==> src/rtl/load_store_unit_pkg.sv <==
// Shared RV32I load/store definitions: funct3 encodings, LSU state enum and decode helpers.
package riscv_pkg;

  localparam logic [2:0] F3_B  = 3'b000;
  localparam logic [2:0] F3_H  = 3'b001;
  localparam logic [2:0] F3_W  = 3'b010;
  localparam logic [2:0] F3_BU = 3'b100;
  localparam logic [2:0] F3_HU = 3'b101;

  typedef enum logic [2:0] {
    ST_IDLE = 3'd0,
    ST_RD0  = 3'd1,
    ST_RD1  = 3'd2,
    ST_WR0  = 3'd3,
    ST_WR1  = 3'd4,
    ST_RESP = 3'd5
  } lsu_state_t;

  // Stores only have B/H/W; loads additionally have the unsigned forms.
  function automatic logic f3_legal(input logic is_store, input logic [2:0] f3);
    logic ok;
    ok = (f3 == F3_B) || (f3 == F3_H) || (f3 == F3_W);
    if (!is_store) ok = ok || (f3 == F3_BU) || (f3 == F3_HU);
    return ok;
  endfunction

endpackage

==> src/rtl/load_store_unit_if.sv <==
// Execute-stage request/response and data-memory bus of the load/store unit.
interface load_store_unit_if #(
  parameter int ADDR_W = 32,
  parameter int DATA_W = 32
);
  logic              req_valid;
  logic              req_ready;
  logic              req_we;
  logic [2:0]        req_funct3;
  logic [ADDR_W-1:0] req_addr;
  logic [DATA_W-1:0] req_wdata;
  logic              resp_valid;
  logic [DATA_W-1:0] resp_rdata;
  logic              resp_err;
  logic [ADDR_W-1:0] mem_addr;
  logic              mem_read;
  logic              mem_write;
  logic [DATA_W-1:0] mem_write_data;
  logic [DATA_W-1:0] mem_read_data;

  modport slave (
    input  req_valid, req_we, req_funct3, req_addr, req_wdata, mem_read_data,
    output req_ready, resp_valid, resp_rdata, resp_err,
           mem_addr, mem_read, mem_write, mem_write_data
  );

  modport master (
    output req_valid, req_we, req_funct3, req_addr, req_wdata, mem_read_data,
    input  req_ready, resp_valid, resp_rdata, resp_err,
           mem_addr, mem_read, mem_write, mem_write_data
  );
endinterface

==> src/rtl/load_store_unit_align.sv <==
// Combinational lane logic: store merge into a two-word window and load extract/extend.
module lsu_align
  import riscv_pkg::*;
(
  input  logic [2:0]  funct3,
  input  logic [1:0]  lane,
  input  logic [31:0] wdata,
  input  logic [31:0] lo_word,
  input  logic [31:0] hi_word,
  output logic [31:0] merged_lo,
  output logic [31:0] merged_hi,
  output logic [31:0] rdata
);

  logic [63:0] pair;
  logic [63:0] mask_base;
  logic [63:0] mask;
  logic [63:0] data;
  logic [63:0] merged;
  logic [63:0] shifted;
  logic [5:0]  sh;

  // Treating the access as a 64-bit window makes word-spanning accesses fall out naturally.
  assign sh = {1'b0, lane, 3'b000};

  always_comb begin
    pair = {hi_word, lo_word};
    case (funct3[1:0])
      2'b00:   mask_base = 64'h0000_0000_0000_00FF;
      2'b01:   mask_base = 64'h0000_0000_0000_FFFF;
      default: mask_base = 64'h0000_0000_FFFF_FFFF;
    endcase
    mask    = mask_base << sh;
    data    = {32'h0, wdata} << sh;
    merged  = (pair & ~mask) | (data & mask);
    shifted = pair >> sh;
    case (funct3)
      F3_B:    rdata = {{24{shifted[7]}}, shifted[7:0]};
      F3_H:    rdata = {{16{shifted[15]}}, shifted[15:0]};
      F3_BU:   rdata = {24'h0, shifted[7:0]};
      F3_HU:   rdata = {16'h0, shifted[15:0]};
      default: rdata = shifted[31:0];
    endcase
  end

  assign merged_lo = merged[31:0];
  assign merged_hi = merged[63:32];

endmodule

==> src/rtl/load_store_unit.sv <==
// RV32I load/store unit in front of a word-only data memory.
// Define LSU_MISALIGN_EN to split misaligned H/W accesses across two words instead of erroring.
module load_store_unit
  import riscv_pkg::*;
#(
  parameter int ADDR_W = 32,
  parameter int DATA_W = 32
) (
  input logic               clk,
  input logic               rst_n,
  load_store_unit_if.slave  bus
);

  // state | meaning
  // IDLE  | ready for a request
  // RD0   | read word(addr)
  // RD1   | read word(addr)+4, spanning access only
  // WR0   | write merged word(addr)
  // WR1   | write merged word(addr)+4, spanning store only
  // RESP  | resp_valid pulse
  localparam logic [2:0] S_IDLE = ST_IDLE;
  localparam logic [2:0] S_RD0  = ST_RD0;
  localparam logic [2:0] S_RD1  = ST_RD1;
  localparam logic [2:0] S_WR0  = ST_WR0;
  localparam logic [2:0] S_WR1  = ST_WR1;
  localparam logic [2:0] S_RESP = ST_RESP;

  logic [2:0]        state_q, state_d;
  logic              we_q, span_q, err_q;
  logic [2:0]        f3_q;
  logic [ADDR_W-1:0] addr_q;
  logic [DATA_W-1:0] wdata_q, word0_q, word1_q, rdata_q;

  logic              acc;
  logic              dec_span, dec_err;
  logic [ADDR_W-1:0] word_addr, next_addr;
  logic [31:0]       al_lo, al_hi, al_merged_lo, al_merged_hi, al_rdata;
  logic              load_done, store_done;

  assign acc = bus.req_valid && (state_q == S_IDLE);

  always_comb begin
    dec_span = 1'b0;
    dec_err  = !f3_legal(bus.req_we, bus.req_funct3);
`ifdef LSU_MISALIGN_EN
    dec_span = ((bus.req_funct3[1:0] == 2'b01) && (bus.req_addr[1:0] == 2'b11)) ||
               ((bus.req_funct3[1:0] == 2'b10) && (bus.req_addr[1:0] != 2'b00));
`else
    if (((bus.req_funct3[1:0] == 2'b01) && bus.req_addr[0]) ||
        ((bus.req_funct3[1:0] == 2'b10) && (bus.req_addr[1:0] != 2'b00)))
      dec_err = 1'b1;
`endif
  end

  always_comb begin
    state_d = state_q;
    case (state_q)
      S_IDLE:
        if (acc) begin
          if (dec_err)
            state_d = S_RESP;
          else if (bus.req_we && (bus.req_funct3 == F3_W) && !dec_span)
            state_d = S_WR0;
          else
            state_d = S_RD0;
        end
      S_RD0:   state_d = span_q ? S_RD1 : (we_q ? S_WR0 : S_RESP);
      S_RD1:   state_d = we_q ? S_WR0 : S_RESP;
      S_WR0:   state_d = span_q ? S_WR1 : S_RESP;
      S_WR1:   state_d = S_RESP;
      S_RESP:  state_d = S_IDLE;
      default: state_d = S_IDLE;
    endcase
  end

  assign word_addr = {addr_q[ADDR_W-1:2], 2'b00};
  assign next_addr = word_addr + ADDR_W'(4);

  // Read data is combinational, so the aligner sees it in the same cycle it is captured.
  assign al_lo = (state_q == S_RD0) ? bus.mem_read_data : word0_q;
  assign al_hi = (state_q == S_RD1) ? bus.mem_read_data : word1_q;

  lsu_align u_align (
    .funct3    (f3_q),
    .lane      (addr_q[1:0]),
    .wdata     (wdata_q),
    .lo_word   (al_lo),
    .hi_word   (al_hi),
    .merged_lo (al_merged_lo),
    .merged_hi (al_merged_hi),
    .rdata     (al_rdata)
  );

  assign load_done  = !we_q && (state_d == S_RESP) &&
                      ((state_q == S_RD0) || (state_q == S_RD1));
  assign store_done = we_q && (state_d == S_RESP) &&
                      ((state_q == S_WR0) || (state_q == S_WR1));

  always_ff @(posedge clk or negedge rst_n) begin
    if (!rst_n) begin
      state_q <= S_IDLE;
      we_q    <= 1'b0;
      span_q  <= 1'b0;
      err_q   <= 1'b0;
      f3_q    <= 3'b000;
      addr_q  <= '0;
      wdata_q <= '0;
      word0_q <= '0;
      word1_q <= '0;
      rdata_q <= '0;
    end else begin
      state_q <= state_d;
      if (acc) begin
        we_q    <= bus.req_we;
        f3_q    <= bus.req_funct3;
        addr_q  <= bus.req_addr;
        wdata_q <= bus.req_wdata;
        span_q  <= dec_span;
        err_q   <= dec_err;
      end
      if (state_q == S_RD0) word0_q <= bus.mem_read_data;
      if (state_q == S_RD1) word1_q <= bus.mem_read_data;
      if (acc && dec_err)
        rdata_q <= '0;
      else if (store_done)
        rdata_q <= '0;
      else if (load_done)
        rdata_q <= al_rdata;
    end
  end

  always_comb begin
    bus.mem_read       = (state_q == S_RD0) || (state_q == S_RD1);
    bus.mem_write      = (state_q == S_WR0) || (state_q == S_WR1);
    bus.mem_addr       = '0;
    bus.mem_write_data = '0;
    case (state_q)
      S_RD0:   bus.mem_addr = word_addr;
      S_RD1:   bus.mem_addr = next_addr;
      S_WR0: begin
        bus.mem_addr       = word_addr;
        bus.mem_write_data = al_merged_lo;
      end
      S_WR1: begin
        bus.mem_addr       = next_addr;
        bus.mem_write_data = al_merged_hi;
      end
      default: ;
    endcase
  end

  assign bus.req_ready  = (state_q == S_IDLE);
  assign bus.resp_valid = (state_q == S_RESP);
  assign bus.resp_err   = (state_q == S_RESP) && err_q;
  assign bus.resp_rdata = rdata_q;

endmodule

==> src/flat_wrapper.sv <==
// flat-port wrapper written by rule: the top's interface ports become plain ports
module load_store_unit_flat import riscv_pkg::*;
#(
  parameter int ADDR_W = 32,
  parameter int DATA_W = 32
)
  (clk, rst_n, bus_req_valid, bus_req_we, bus_req_funct3, bus_req_addr, bus_req_wdata, bus_mem_read_data, bus_req_ready, bus_resp_valid, bus_resp_rdata, bus_resp_err, bus_mem_addr, bus_mem_read, bus_mem_write, bus_mem_write_data);
  load_store_unit_if #(.ADDR_W(ADDR_W), .DATA_W(DATA_W)) bus_i ();
  input logic clk;
  input logic rst_n;
  input wire logic [$bits(bus_i.req_valid)-1:0] bus_req_valid;
  input wire logic [$bits(bus_i.req_we)-1:0] bus_req_we;
  input wire logic [$bits(bus_i.req_funct3)-1:0] bus_req_funct3;
  input wire logic [$bits(bus_i.req_addr)-1:0] bus_req_addr;
  input wire logic [$bits(bus_i.req_wdata)-1:0] bus_req_wdata;
  input wire logic [$bits(bus_i.mem_read_data)-1:0] bus_mem_read_data;
  output wire logic [$bits(bus_i.req_ready)-1:0] bus_req_ready;
  output wire logic [$bits(bus_i.resp_valid)-1:0] bus_resp_valid;
  output wire logic [$bits(bus_i.resp_rdata)-1:0] bus_resp_rdata;
  output wire logic [$bits(bus_i.resp_err)-1:0] bus_resp_err;
  output wire logic [$bits(bus_i.mem_addr)-1:0] bus_mem_addr;
  output wire logic [$bits(bus_i.mem_read)-1:0] bus_mem_read;
  output wire logic [$bits(bus_i.mem_write)-1:0] bus_mem_write;
  output wire logic [$bits(bus_i.mem_write_data)-1:0] bus_mem_write_data;
  assign bus_i.req_valid = bus_req_valid;
  assign bus_i.req_we = bus_req_we;
  assign bus_i.req_funct3 = bus_req_funct3;
  assign bus_i.req_addr = bus_req_addr;
  assign bus_i.req_wdata = bus_req_wdata;
  assign bus_i.mem_read_data = bus_mem_read_data;
  assign bus_req_ready = bus_i.req_ready;
  assign bus_resp_valid = bus_i.resp_valid;
  assign bus_resp_rdata = bus_i.resp_rdata;
  assign bus_resp_err = bus_i.resp_err;
  assign bus_mem_addr = bus_i.mem_addr;
  assign bus_mem_read = bus_i.mem_read;
  assign bus_mem_write = bus_i.mem_write;
  assign bus_mem_write_data = bus_i.mem_write_data;
  load_store_unit #(.ADDR_W(ADDR_W), .DATA_W(DATA_W)) u_core (.clk(clk), .rst_n(rst_n), .bus(bus_i));
endmodule
==> config.mk <==
export PLATFORM = sky130hd
export DESIGN_NAME = load_store_unit_flat
export DESIGN_NICKNAME = d
export VERILOG_FILES = /design/src/rtl/load_store_unit_pkg.sv /design/src/rtl/load_store_unit_if.sv /design/src/rtl/load_store_unit_align.sv /design/src/rtl/load_store_unit.sv /design/src/flat_wrapper.sv
export SDC_FILE = /design/constraint.sdc
export NUM_CORES = 1
export LEC_CHECK = 0
export BUFFER_PORTS_ARGS = -buffer_cell sky130_fd_sc_hd__clkbuf_2
export CORE_ASPECT_RATIO = 0.6
export CORE_UTILIZATION = 50
export CTS_BUF_LIST = sky130_fd_sc_hd__clkbuf_2 sky130_fd_sc_hd__clkbuf_4 sky130_fd_sc_hd__clkbuf_8
export DETAILED_ROUTE_END_ITERATION = 16
export GPL_ROUTABILITY_DRIVEN = 0
export PLACE_DENSITY = 0.74
export SETUP_SLACK_MARGIN = 0.15
export SYNTH_ARGS = -nofsm -noshare
export SYNTH_HDL_FRONTEND = slang
export SYNTH_SLANG_ARGS = --single-unit
export TNS_END_PERCENT = 30
==> constraint.sdc <==
create_clock -name clk -period 3.9 [get_ports clk]
set_clock_uncertainty 0.15 [all_clocks]
set_input_delay 0.195 -clock clk [delete_from_list [all_inputs] [get_ports clk]]
set_output_delay 0.195 -clock clk [all_outputs]
set_load 0.02 [all_outputs]
==> key figures, run 1 <==
Timing
  • Max frequency: 282 MHz
  • Fin Hold WS: 0.193 ns
  • Slew Limit Fails: 0
  • Slew @ Worst Pin: 1.33 ns
  • RSZ-0062 raised after global routing: no
  • Fin crit share: 90.9%
  • Slew headroom: 11.6%
  • Final min period: 3.55 ns
  • Final-report hold violation count: 0
  • Setup TNS: 0 ns
  • Final Setup Violations: 0

Power
  • Maximum vdd drop: 387 uV
  • Sw Share: 51.6%
  • Switch Pwr: 0.00594 W
  • Cell-internal power: 0.00558 W
  • Final total power: 0.0115 W
  • Clock group share of total power: 10.6%
  • Power per cell area: 949 mW/mm^2
  • Flop pwr share: 30.1%
  • Lkg Pwr: 5.72 nW
  • Gate power share: 59.3%

GRT
  • First-pass GRT wire length: 50600 um
  • Antenna violations before repair: 0
  • Number of global-route vias before repair: 8470
  • Largest net degree at the start of global routing: 94
  • Gr usage total: 34.3%
  • GR Overflow Total: 0

Critical path
  • Crit Path Class: reg2out
  • Arrival time worst endpoint: 3.20 ns
  • Worst EP required: 3.56 ns
  • Worst Path Max Fanout: 37
  • Crit path launch type: flip-flop
  • Critical path endpoint category: output pin

Drt
  • Via/cell ratio: 6.07
  • Wire length per cell: 22.1 um
  • First drt pass iteration count: 6
  • DR vias: 9123
  • DRT Wirelength: 33200 um
  • DRT antenna net count: 0
  • Initial DRC count: 1179
  • Post-route DRC violation count: 0

Synth
  • Post-synth EDFFs: 0
  • Count of cell types in the netlist: 57
  • Total of warnings raised by yosys: 0
  • Top FF cell, synth: dfrtp_1
  • Synthesized flop and latch total: 168
  • Syn Area/Cell: 9.79 um^2
  • Syn Inst Count: 986
  • Ys async rst share: 100%
  • Seq/Total Area, Yosys: 43.6%
  • Synthesized area: 0.00965 mm^2

Finish
  • Leading cell types in the layout, fill and taps excluded: clkbuf_2 (200), dfrtp_1 (167), dlygate4sd3_1 (104)
  • Nets: 1353
  • Final Non-Filler Cells: 1502
  • Post-route cell area: 0.0121 mm^2
  • Area grow syn2layout: 25.8%
  • Share of layout cells above drive strength 1: 28.8%
  • N_diodes: 0
  • Commonest non-fill, non-tap cell in the layout: clkbuf_2

Placement
  • Post-DP HPWL: 23300 um
  • Post-DP Area: 0.0107 mm^2
  • Port Buffers: 201
  • Placed Cells: 1366

Hold path
  • Worst Hold Class: in2async

Floorplan
  • Die Height: 110 um
  • Initial core utilization: 52.2%
  • Die area: 0.0199 mm^2
  • Die Span X: 181 um
  • Core area: 0.0185 mm^2
  • IO Pins: 204
  • Row cnt: 38

Outcome
  • Status: completed

CTS
  • CTS tree: yes
  • Root Buffer: clkbuf_8
  • Clock slew seen by the registers of the worst setup and hold paths: 0.10 ns
  • Clock Sinks: 168
  • Total setup buffers inserted after CTS: 0
  • CTS Buf Count: 17
  • CTS Buffer Depth: 2
  • Worst-Skew Late Latency: 0.49 ns
  • H-Tree Depth: 4

Run
  • # Max-Cap Violations: 0
[power groups by stage]
stage | Combinational (W) | Clock, W | Sequential (W)
after detailed placement | 0.00649 | 0 | 0.00344
after global placement | 0.00637 | 0 | 0.00341
final | 0.00684 | 0.00122 | 0.00347
after global routing | 0.00726 | 0.00131 | 0.00358
after floorplan | 0.00481 | 0 | 0.00312
after CTS | 0.00660 | 0.00123 | 0.00341
[per-layer routing]
metal | vias to the layer above | global-route usage (%) | wire [um]
met3 | 37 | 13.2 | 4790
met1 | 4340 | 51.4 | 14900
met4 | 0 | 7.08 | 368
met2 | 630 | 45.9 | 13100
met5 | - | 0 | 0
li1 | 4116 | - | -
[flip-flops by register name, summed over array words and instances, names as in the netlist]
| signal | flops |
|---|---|
| u_core.addr_q | 32 |
| u_core.bus.resp_rdata | 32 |
| u_core.wdata_q | 32 |
| u_core.word0_q | 32 |
| u_core.word1_q | 32 |
| u_core.f3_q | 3 |
| u_core.state_q | 3 |
| u_core.err_q | 1 |
| u_core.we_q | 1 |
[cells by family after synthesis]
| family | share of synthesized area, % |
|---|---|
| AND/OR/NAND/NOR | 12.0 |
| AO/OA/AOI/OAI | 15.6 |
| multiplexers | 22.2 |
| flip-flops | 43.6 |
| buffers and inverters | 6.26 |
| XOR/XNOR | 0.272 |
| adder cells (fa/ha/maj) | 0.130 |
| other | 0.0389 |
[cells in the mapped netlist (2+ instances only)]
| master | n | area [um^2] |
|---|---|---|
| nand2_1 | 99 | 372 |
| nand3_1 | 35 | 175 |
| inv_1 | 51 | 191 |
| clkbuf_1 | 36 | 135 |
| o41ai_1 | 3 | 26.3 |
| buf_2 | 23 | 115 |
| o32ai_1 | 2 | 17.5 |
| buf_4 | 11 | 82.6 |
| o21a_1 | 2 | 15.0 |
| xnor2_1 | 2 | 17.5 |
| a31oi_1 | 12 | 75.1 |
| mux4_2 | 2 | 45.0 |
| a22o_1 | 2 | 17.5 |
| dfrtp_1 | 168 | 4200 |
| or2_2 | 2 | 12.5 |
| a22oi_1 | 10 | 75.1 |
| buf_6 | 5 | 56.3 |
| a211oi_1 | 8 | 60.1 |
| o31ai_1 | 4 | 30.0 |
| nor2_1 | 40 | 150 |
| a221o_1 | 7 | 70.1 |
| o22ai_1 | 25 | 156 |
| mux2_2 | 97 | 1090 |
| nor3b_1 | 2 | 15.0 |
| a21oi_1 | 36 | 180 |
| o211ai_1 | 13 | 97.6 |
| nor3_1 | 12 | 60.1 |
| and3_1 | 14 | 87.6 |
| a41oi_1 | 3 | 26.3 |
| nor2b_1 | 6 | 37.5 |
| and2_1 | 7 | 43.8 |
| nand4_1 | 10 | 62.6 |
| nor4_1 | 4 | 25.0 |
| a222oi_1 | 16 | 160 |
| nor4_2 | 2 | 25.0 |
| buf_1 | 4 | 15.0 |
| or3_1 | 4 | 25.0 |
| mux2i_1 | 100 | 1000 |
| o21ai_0 | 87 | 435 |
| nand2b_1 | 3 | 18.8 |
[area by class of cell]
class / count / area, um^2
inverters: 52 / 195
fillers: 1517 / 6350
flip-flops and latches: 168 / 4210
well taps: 240 / 300
multi-input cells: 687 / 4860
clock inverters: 15 / 135
repair buffers: 323 / 2210
clock buffers: 17 / 234
[worst max-delay path, stage by stage, from the launching register on]
cell and delay, ns:
dfrtp_1 0.70, nor3b_2 0.37, buf_12 0.30, mux2i_1 0.59, inv_1 0.17, o21ai_0 0.19
o22ai_1 0.14, clkbuf_2 0.22
[worst paths after layout]
kind                       cells after the start                             end  slack (ns)                   startpoint
max                                            7          bus_mem_write_data[19]        0.35  u_core.state_q[2]$_DFF_PN0_
min                                            2    u_core.word1_q[25]$_DFF_PN0_        0.19                        rst_n
max reg2reg                                    7     u_core.state_q[1]$_DFF_PN0_        0.70  u_core.state_q[2]$_DFF_PN0_
min reg2reg                                    1      u_core.f3_q[2]$_DFFE_PN0P_        0.37   u_core.f3_q[2]$_DFFE_PN0P_
max in group asynchronous                      3  u_core.wdata_q[16]$_DFFE_PN0P_        2.46                        rst_n
min in group clk                               3   u_core.addr_q[30]$_DFFE_PN0P_        0.32             bus_req_addr[30]
[repair_timing]
item	4_1_cts	5_1_grt
resized for setup	0	1
hold endpoints to repair	221	0
hold buffers	104	0
endpoints found under the setup margin	0	1
[metrics by stage]
stage	worst slack (ns)	utilization [%]
after global routing	0.228	65.7
final	0.353	65.7
after floorplan	1.37	-
after CTS	0.488	65.7
after global placement	0.901	58.0
after detailed placement	0.847	58.0
No activity file was read; power rests on OpenSTA's default activity.
==> run 2, diff against run 1 <==
--- a/config.mk
+++ b/config.mk
@@ -7,11 +7,11 @@
 export LEC_CHECK = 0
 export BUFFER_PORTS_ARGS = -buffer_cell sky130_fd_sc_hd__clkbuf_2
 export CORE_ASPECT_RATIO = 0.6
-export CORE_UTILIZATION = 50
+export CORE_UTILIZATION = 45
 export CTS_BUF_LIST = sky130_fd_sc_hd__clkbuf_2 sky130_fd_sc_hd__clkbuf_4 sky130_fd_sc_hd__clkbuf_8
 export DETAILED_ROUTE_END_ITERATION = 16
 export GPL_ROUTABILITY_DRIVEN = 0
-export PLACE_DENSITY = 0.74
+export PLACE_DENSITY = 0.68
 export SETUP_SLACK_MARGIN = 0.15
 export SYNTH_ARGS = -nofsm -noshare
 export SYNTH_HDL_FRONTEND = slang
==> run 2 against run 1 <==
Against the previous run:
- final area grew 1.7%
- setup slack lost 0.019 ns
- first-iteration DRC count shrank 1.5%
- utilization shrank 6.9 points
- power grew 3.5%
- die area grew 11%
- clock power grew 25%
- critical endpoint is now bus_mem_write_data[22]
==> key figures, run 2 (same netlist as run 1, synthesis figures left out) <==
Placement
  • Post-DP Area: 0.0108 mm^2 (+0.85%)
  • Post-DP HPWL: 24300 um (+4.1%)
  • Post-Place Worst Slack: 0.955 ns (+0.108 ns)
  • Port Buffers: 201 (unchanged)

Critical path
  • Setup slack, reg-to-reg: 0.75 ns (+0.05 ns)
  • Critical path's top delay family: flip-flops
  • Crit Path Class: reg2out
  • Arrival time worst endpoint: 3.22 ns (+0.02 ns)
  • Reg-to-reg critical path startpoint: u_core.state_q[2]$_DFF_PN0_
  • Cell at the slowest stage of the critical path: dfrtp_1
  • Worst EP required: 3.56 ns (about the same)
  • Max incr delay on CP: 0.68 ns (-0.02 ns)
  • Worst Path Max Fanout: 37 (unchanged)
  • Critical path endpoint category: output pin
  • Crit path launch type: flip-flop
  • Crit path cell chain: nor3b_2, buf_12, mux2i_1, inv_1, o21ai_0, o22ai_1, clkbuf_2
  • Buf+Inv Stages, Crit Path: 3 (unchanged)
  • Number of cells on the worst reg-to-reg path: 6 (-1)
  • Terminus of the critical flop-to-flop path: u_core.state_q[1]$_DFF_PN0_

Timing
  • Setup TNS: 0 ns (unchanged)
  • Slew headroom: 29.8% (+18 points)
  • Final-report hold violation count: 0 (unchanged)
  • Slew @ Worst Pin: 1.04 ns (-0.282 ns)
  • Fin Hold WS: 0.201 ns (+0.00735 ns)
  • Max frequency: 280 MHz (-0.53%)
  • RSZ-0062 raised after global routing: no
  • Slew Limit Fails: 0 (unchanged)
  • Final worst slack: 0.334 ns (-0.0188 ns)
  • Final min period: 3.57 ns (+0.0188 ns)
  • Final Setup Violations: 0 (unchanged)
  • Fin crit share: 91.4% (+0.48 points)

CTS
  • CTS tree: yes
  • Hold buffers post-CTS: 104 (unchanged)
  • CTS Buf Count: 17 (unchanged)
  • Root Buffer: clkbuf_8
  • Total setup buffers inserted after CTS: 0 (unchanged)
  • CTS resizes: 0 (unchanged)
  • CTS Buffer Depth: 2 (unchanged)
  • H-Tree Depth: 4 (unchanged)
  • Worst-Skew Late Latency: 0.48 ns (about the same)
  • Clock Sinks: 168 (unchanged)
  • Clock slew seen by the registers of the worst setup and hold paths: 0.09 ns (about the same)

Drt
  • Wire length per cell: 21.7 um (-1.5%)
  • DR vias: 9134 (+0.12%)
  • DRT Wirelength: 33600 um (+1.3%)
  • Post-route DRC violation count: 0 (unchanged)
  • DRT antenna net count: 0 (unchanged)
  • Via/cell ratio: 5.91 (-2.7%)
  • First drt pass iteration count: 6 (unchanged)
  • Initial DRC count: 1161 (-1.5%)

Hold path
  • Worst Hold Class: in2async

GRT
  • Largest net degree at the start of global routing: 85 (-9.6%)
  • Number of global-route vias before repair: 8456 (-0.17%)
  • Gr usage total: 31.3% (-3.0 points)
  • Antenna violations before repair: 1 (+1)
  • GR Overflow Total: 0 (unchanged)
  • First-pass GRT wire length: 50800 um (+0.33%)

Power
  • Lkg Pwr: 5.80 nW (+1.5%)
  • Clock group share of total power: 12.8% (+2.2 points)
  • Switch Pwr: 0.00590 W (-0.72%)
  • Sw Share: 49.5% (-2.1 points)
  • Gate power share: 57.8% (-1.5 points)
  • Final total power: 0.0119 W (+3.5%)
  • Cell-internal power: 0.00602 W (+8.0%)
  • Power per cell area: 965 mW/mm^2 (+1.7%)
  • Maximum vdd drop: 433 uV (+12%)
  • Flop pwr share: 29.4% (-0.7 points)

Run
  • # Max-Cap Violations: 0 (unchanged)

Outcome
  • Status: completed

Floorplan
  • Die Span X: 191 um (+5.4%)
  • Die Height: 115 um (+5.3%)
  • Core area: 0.0210 mm^2 (+14%)
  • Row cnt: 41 (+7.9%)
  • Die area: 0.0221 mm^2 (+11%)
  • Initial core utilization: 45.9% (-6.3 points)
  • IO Pins: 204 (unchanged)

Finish
  • Area grow syn2layout: 28.0%
  • Share of layout cells above drive strength 1: 28.9% (+0.15 points)
  • Leading cell types in the layout, fill and taps excluded: clkbuf_2 (200), dfrtp_1 (167), dlygate4sd3_1 (104)
  • N_diodes: 0 (unchanged)
  • Commonest non-fill, non-tap cell in the layout: clkbuf_2
  • Nets: 1357 (+0.30%)
  • Post-route cell area: 0.0124 mm^2 (+1.7%)
run 2: cell count changes in the layout (fill, tap and decap cells not counted):
cell / previous run / this run
or2_1: 0 / 1
clkbuf_8: 17 / 18
clkbuf_4: 0 / 2
clkinv_2: 1 / 2
or2_2: 3 / 2
inv_6: 3 / 0
inv_8: 5 / 0
clkinvlp_4: 4 / 2
buf_12: 2 / 3
buf_4: 16 / 19
bufinv_16: 0 / 6
run 2: layout make-up:
class	instances	area, um^2
clock buffers	20	263
inverters	52	195
flip-flops and latches	168	4210
repair buffers	327	2260
clock inverters	12	223
multi-input cells	687	4860
fillers	1841	8680
well taps	279	349
run 2: stage by stage:
step,instances,utilization [%]
after floorplan,987,-
after global routing,1545,58.7
final,1545,58.7
after CTS,1545,58.7
after global placement,1409,51.5
after detailed placement,1409,51.5
run 2: worst max-delay path by stage:
stage	startpoint	endpoint	slack, ns	cells after the start
after floorplan	u_core.addr_q[7]$_DFFE_PN0P_	bus_mem_addr[21]	1.37	6
after global placement	u_core.state_q[2]$_DFF_PN0_	bus_mem_write_data[22]	1.02	7
after detailed placement	u_core.state_q[0]$_DFF_PN0_	bus_mem_write_data[3]	0.95	4
after CTS	u_core.state_q[0]$_DFF_PN0_	bus_mem_write_data[3]	0.42	4
after global routing	u_core.state_q[2]$_DFF_PN0_	bus_mem_write_data[22]	0.16	7
final	u_core.state_q[2]$_DFF_PN0_	bus_mem_write_data[22]	0.33	7
run 2: per-layer routing:
metal | up-vias | wire (um) | track usage, %
met3 | 36 | 4210 | 11.1
met1 | 4439 | 15800 | 48.5
met2 | 524 | 13200 | 40.5
met5 | - | 19 | 0
li1 | 4133 | - | -
met4 | 2 | 420 | 7.35
run 2: power groups by stage:
stage               combinational, W  sequential (W)  clock, W
floorplan                    0.00481         0.00312         0
global placement             0.00654         0.00346         0
detailed placement           0.00660         0.00349         0
CTS                          0.00671         0.00346   0.00154
global route                 0.00736         0.00361   0.00162
finish                       0.00689         0.00351   0.00153
